$ cat config.mk
export PLATFORM = sky130hd
export DESIGN_NAME = uart_rx_oversample
export DESIGN_NICKNAME = d
export VERILOG_FILES = /design/src/rtl/uart_rx_oversample.sv
export SDC_FILE = /design/constraint.sdc
export NUM_CORES = 1
export LEC_CHECK = 0
export ABC_AREA = 1
export CORE_MARGIN = 3
export CORE_UTILIZATION = 60
export CTS_CLUSTER_SIZE = 16
export DETAILED_ROUTE_END_ITERATION = 10
export PLACE_DENSITY = 0.92
export SLEW_MARGIN = 20
export SYNTH_ARGS = -nofsm -noshare
export SYNTH_HDL_FRONTEND = slang
export SYNTH_SLANG_ARGS = --single-unit
$ cat constraint.sdc
create_clock -name clk -period 2.6 [get_ports clk]
set_input_delay 0.78 -clock clk [delete_from_list [all_inputs] [get_ports clk]]
set_output_delay 0.78 -clock clk [all_outputs]
set_load 0.05 [all_outputs]
$ cat src/rtl/uart_rx_oversample.sv
// uart_rx_oversample: 16x oversampled 8N1 UART receiver.
// Majority-voted bits, framing error flag, no push on bad frames.
module uart_rx_oversample #(
   parameter int DATA_BITS = 8,
   parameter int MID_TICK  = 8
) (
   input  logic                 clk,
   input  logic                 rst_n,
   input  logic                 b_16tick,
   input  logic                 rx,
   output logic [DATA_BITS-1:0] rx_data,
   output logic                 rx_done,
   output logic                 rx_busy,
   output logic                 frame_err
);

   localparam int BCW = (DATA_BITS > 1) ? $clog2(DATA_BITS) : 1;
   localparam logic [3:0] T_LO  = 4'(MID_TICK - 1);
   localparam logic [3:0] T_MID = 4'(MID_TICK);
   localparam logic [3:0] T_HI  = 4'(MID_TICK + 1);
   localparam logic [3:0] T_END = 4'd15;
   localparam logic [BCW-1:0] B_LAST = BCW'(DATA_BITS - 1);

   typedef enum logic [1:0] {
      IDLE,
      START,
      DATA,
      STOP
   } state_t;

   state_t               state;
   logic                 rx_m;
   logic                 rx_s;
   logic                 rx_q;
   logic [3:0]           tick_cnt;
   logic [BCW-1:0]       bit_cnt;
   logic                 s_lo;
   logic                 s_mid;
   logic                 vote;
   logic                 fall;
   logic [DATA_BITS-1:0] shreg;

   // two-flop synchronizer plus history flop for edge detection
   always_ff @(posedge clk or negedge rst_n) begin
      if (!rst_n) begin
         rx_m <= 1'b1;
         rx_s <= 1'b1;
         rx_q <= 1'b1;
      end else begin
         rx_m <= rx;
         rx_s <= rx_m;
         rx_q <= rx_s;
      end
   end

   // 2-of-3 vote: two stored samples plus the live third sample
   always_comb begin
      vote = 1'b0;
      fall = 1'b0;
      vote = (s_lo & s_mid) | (s_lo & rx_s) | (s_mid & rx_s);
      fall = rx_q & ~rx_s;
   end

   // receive FSM with registered outputs
   always_ff @(posedge clk or negedge rst_n) begin
      if (!rst_n) begin
         state     <= IDLE;
         tick_cnt  <= '0;
         bit_cnt   <= '0;
         s_lo      <= 1'b1;
         s_mid     <= 1'b1;
         shreg     <= '0;
         rx_data   <= '0;
         rx_done   <= 1'b0;
         rx_busy   <= 1'b0;
         frame_err <= 1'b0;
      end else begin
         rx_done   <= 1'b0;
         frame_err <= 1'b0;
         if (state != IDLE && b_16tick) begin
            tick_cnt <= tick_cnt + 4'd1;
            if (tick_cnt == T_LO) begin
               s_lo <= rx_s;
            end
            if (tick_cnt == T_MID) begin
               s_mid <= rx_s;
            end
         end
         unique case (state)
            IDLE: begin
               if (fall) begin
                  state    <= START;
                  tick_cnt <= '0;
                  rx_busy  <= 1'b1;
               end
            end
            START: begin
               if (b_16tick) begin
                  if (tick_cnt == T_HI && vote) begin
                     state   <= IDLE;
                     rx_busy <= 1'b0;
                  end else if (tick_cnt == T_END) begin
                     state    <= DATA;
                     tick_cnt <= '0;
                     bit_cnt  <= '0;
                  end
               end
            end
            DATA: begin
               if (b_16tick) begin
                  if (tick_cnt == T_HI) begin
                     shreg <= {vote, shreg[DATA_BITS-1:1]};
                  end
                  if (tick_cnt == T_END) begin
                     tick_cnt <= '0;
                     if (bit_cnt == B_LAST) begin
                        state <= STOP;
                     end else begin
                        bit_cnt <= bit_cnt + 1'b1;
                     end
                  end
               end
            end
            STOP: begin
               if (b_16tick && tick_cnt == T_HI) begin
                  state   <= IDLE;
                  rx_busy <= 1'b0;
                  if (vote) begin
                     rx_data <= shreg;
                     rx_done <= 1'b1;
                  end else begin
                     frame_err <= 1'b1;
                  end
               end
            end
            default: begin
               state   <= IDLE;
               rx_busy <= 1'b0;
            end
         endcase
      end
   end

endmodule

==> results of run 1 <==
-- cells in the mapped netlist --
cell / number / area [um2]
sky130_fd_sc_hd__a21oi_1: 1 / 5.00
sky130_fd_sc_hd__a21oi_4: 1 / 16.3
sky130_fd_sc_hd__and2_1: 2 / 12.5
sky130_fd_sc_hd__buf_6: 1 / 11.3
sky130_fd_sc_hd__buf_8: 1 / 15.0
sky130_fd_sc_hd__clkinv_1: 1 / 3.75
sky130_fd_sc_hd__dfrtp_1: 28 / 701
sky130_fd_sc_hd__dfstp_2: 5 / 131
sky130_fd_sc_hd__ha_1: 5 / 62.6
sky130_fd_sc_hd__inv_1: 22 / 82.6
sky130_fd_sc_hd__inv_2: 4 / 15.0
sky130_fd_sc_hd__inv_4: 1 / 6.26
sky130_fd_sc_hd__nand2_1: 49 / 184
sky130_fd_sc_hd__nand2_2: 4 / 25.0
sky130_fd_sc_hd__nand3_1: 5 / 25.0
sky130_fd_sc_hd__nand3_4: 1 / 17.5
sky130_fd_sc_hd__nand4_1: 6 / 37.5
sky130_fd_sc_hd__nand4_4: 1 / 21.3
sky130_fd_sc_hd__nor2_1: 5 / 18.8
sky130_fd_sc_hd__nor2_2: 4 / 25.0
sky130_fd_sc_hd__nor2_4: 2 / 22.5
sky130_fd_sc_hd__nor2_8: 1 / 20.0
sky130_fd_sc_hd__nor3_1: 1 / 5.00
sky130_fd_sc_hd__o211ai_1: 2 / 15.0
sky130_fd_sc_hd__o21ai_0: 4 / 20.0
sky130_fd_sc_hd__o21ai_1: 5 / 25.0
sky130_fd_sc_hd__o21ai_2: 9 / 78.8
sky130_fd_sc_hd__o22ai_1: 1 / 6.26
sky130_fd_sc_hd__xor2_1: 2 / 17.5
-- worst paths after layout --
| check | to | slack, ns | cells after the start |
|---|---|---|---|
| setup / recovery | rx_data[7] | 0.29 | 1 |
| hold / removal | rx_s | 0.37 | 0 |
| setup reg to reg | tick_cnt[3] | 1.04 | 7 |
| hold reg to reg | rx_s | 0.37 | 0 |
| max in group asynchronous | rx_q | 1.45 | 2 |
| min in group asynchronous | tick_cnt[0] | 0.82 | 2 |
-- report_power, final --
| group | switching, mW | leakage [nW] | internal, mW |
|---|---|---|---|
| Sequential | 0.109 | 0.398 | 0.631 |
| Clock | 0.174 | 0.0320 | 0.103 |
| Combinational | 0.485 | 0.504 | 0.245 |
| Total | 0.768 | 0.934 | 0.979 |
-- cell type report --
class                      instances  area, um2
clock buffer                       6       41.3
clock inverter                     2       10.0
fill                             179        686
inverter                          28        108
multi-input combinational        111        661
sequential                        33        832
tap                               30       37.5
timing repair buffer              15        148
-- flip-flops by register name (all words and copies together) (netlist names), named ones only --
signal / count
rx_data: 8
shreg: 8
tick_cnt: 4
bit_cnt: 3
frame_err: 1
rx_busy: 1
rx_done: 1
rx_m: 1
rx_q: 1
rx_s: 1
s_lo: 1
s_mid: 1
state: 1
-- per-stage QoR --
| step | setup WS, ns | hold WS (ns) | util |
|---|---|---|---|
| 5_1_grt | 0.235 | 0.371 | 0.728 |
| 3_5_place_dp | 0.392 | 0.350 | 0.708 |
| 6_report | 0.291 | 0.366 | 0.728 |
| 4_1_cts | 0.267 | 0.368 | 0.728 |
| 2_1_floorplan | 1.08 | 0.345 | - |
| 3_3_place_gp | 0.477 | 0.350 | 0.708 |
-- per-layer routing --
metal	global-route usage	up-vias	wire, um
met2	0.363	32	1560
met4	0.116	0	74
met3	0.0579	9	162
met1	0.216	578	1230
li1	-	591	-
met5	0	-	0
-- cells by family (layout without fill, tap and decap cells) --
group	after synthesis	in the layout	share of synthesized area
and+or+nand+nor	81	81	0.255
DFF	33	33	0.512
buffers and inverters	30	51	0.0823
AOI/OAI and AO/OA	23	23	0.102
adders and majority gates	5	5	0.0385
xor gates and xnor gates	2	2	0.0108
==> load_flow_metrics.sql, run 1 <==
INSERT INTO impl_metrics (metric_group, metric, value, unit) VALUES
('status', 'status', 'complete, no violations', ''),
('route', 'initialDrtViolationCount', '29', ''),
('grt', 'first_global_vias', '1260', ''),
('cts', 'h_tree_depth', '2', ''),
('sta', 'report.final.hold_viol_count', '0', ''),
('floorplan', 'number_of_placement_rows', '18', ''),
('worst_setup_path', 'crit-reg2reg-launch', 'tick_cnt[0]', ''),
('synthesis', 'yosys_register_bits', '33', ''),
('grt', 'grt_antenna_before_repair', '0', ''),
('worst_setup_path', 'max_stage_delay', '0.83', 'ns'),
('cts', 'max-clock-path-buffers', '2', ''),
('sta', 'setup-violations-final', '0', ''),
('sta', 'unrepaired_setup_endpoints_after_global_routing', 'no', ''),
('synthesis', 'synth-seq-area-share', '0.512', ''),
('synthesis', 'synth_cells', '174', ''),
('final_layout', 'final_net_count', '203', ''),
('cts', 'worst_skew_pair.late_latency', '0.34', 'ns'),
('place', 'placedCellCount', '217', ''),
('floorplan', 'floorplan.io_pins', '15', ''),
('grt', 'grt_pass1_wl', '5160', 'um'),
('sta', 'setup_tns', '0', 'ns'),
('final_layout', 'post_route_cells_drive_above_1_share', '0.210', ''),
('place', 'placedInstanceArea', '1790', 'um2'),
('floorplan', 'dieArea', '3370', 'um2'),
('route', 'detail_route.vias_per_cell', '5.38', ''),
('cts', 'clockRootBuffer', 'sky130_fd_sc_hd__clkbuf_4', ''),
('hold_path', 'worst_hold_startpoint', 'rx_m', ''),
('grt', 'grt_start_max_net_pins', '34', ''),
('cts', 'cts.sinks', '33', ''),
('pwr', 'power', '1.75', 'mW'),
('synthesis', 'synth_cell_type_count', '29', ''),
('place', 'dpl.hpwl', '2270', 'um'),
('cts', 'cts_inserted_buffers', '5', ''),
('place', 'port_buffers', '14', ''),
('final_layout', 'area_delta_synth_final', '12.9', '%'),
('worst_setup_path', 'path_cells', 'clkdlybuf4s50_1', ''),
('floorplan', 'core-area', '2520', 'um2'),
('place', 'routabilityCongestion', '0.807', ''),
('floorplan', 'starting_density_of_the_core', '0.645', ''),
('worst_setup_path', 'end_kind', 'primary output', ''),
('synthesis', 'syn_area', '1630', 'um2'),
('pwr', 'power.ir.vdd_worst', '0.000717', 'V'),
('final_layout', 'most-common-layout-cells', '49 x sky130_fd_sc_hd__nand2_1, 28 x sky130_fd_sc_hd__dfrtp_1, 22 x sky130_fd_sc_hd__inv_1, 14 x sky130_fd_sc_hd__clkdlybuf4s50_1, 9 x sky130_fd_sc_hd__o21ai_2', ''),
('route', 'route.antenna.remaining_nets', '0', ''),
('worst_setup_path', 'startpoint_type', 'flip-flop', ''),
('synthesis', 'yosysWarningCount', '0', ''),
('sta', 'timing.fmax', '0.433', 'GHz'),
('grt', 'gr-total-overflow', '0', ''),
('final_layout', 'antenna-diode-count', '0', ''),
('worst_setup_path', 'source_of_the_critical_timing_path', 'rx_data[7]', ''),
('worst_setup_path', 'critical_path.n_buffers_inverters', '1', ''),
('worst_setup_path', 'cell_family_contributing_the_most_delay_on_the_critical_path', 'buffers and inverters', ''),
('cts', 'cts-resized-gates', '0', ''),
('worst_setup_path', 'arrival_time_of_data_at_the_critical_path_endpoint', '1.53', 'ns'),
('cts', 'clk_pin_slew_worst_paths', '0.10', 'ns'),
('pwr', 'cellPowerDensity', '951', 'nW/um2'),
('synthesis', 'avgSynthCellArea', '9.35', 'um2'),
('route', 'avgRoutedWirePerCell', '13.4', 'um'),
('grt', 'tot_gr_track_use', '0.205', ''),
('synthesis', 'syn_nets', '183', ''),
('final_layout', 'final_std_cells_w_o_fill', '225', ''),
('worst_setup_path', 'timing.critical_path.slowest_stage_cell', 'sky130_fd_sc_hd__clkdlybuf4s50_1', ''),
('cts', 'cts_hold_buf', '0', ''),
('sta', 'worst-slew-pin-transition', '0.525', 'ns'),
('final_layout', 'finalInstanceArea', '1840', 'um2'),
('hold_path', 'hold_path_class', 'reg -> reg', ''),
('floorplan', 'die_h', '58.1', 'um'),
('floorplan', 'die_width', '58.1', 'um'),
('worst_setup_path', 'worstPathMaxFanout', '2', ''),
('worst_setup_path', 'cp.required', '1.82', 'ns'),
('sta', 'timing.final.max_slew_violations', '0', '');
Power figures use the tool's default switching activity.
==> inputs of run 2 (changes only) <==
CTS_CLUSTER_DIAMETER = 80   (was default)
==> results of run 2 <==
Same layout as run 1: the final DEF is identical, and so are final timing and power.
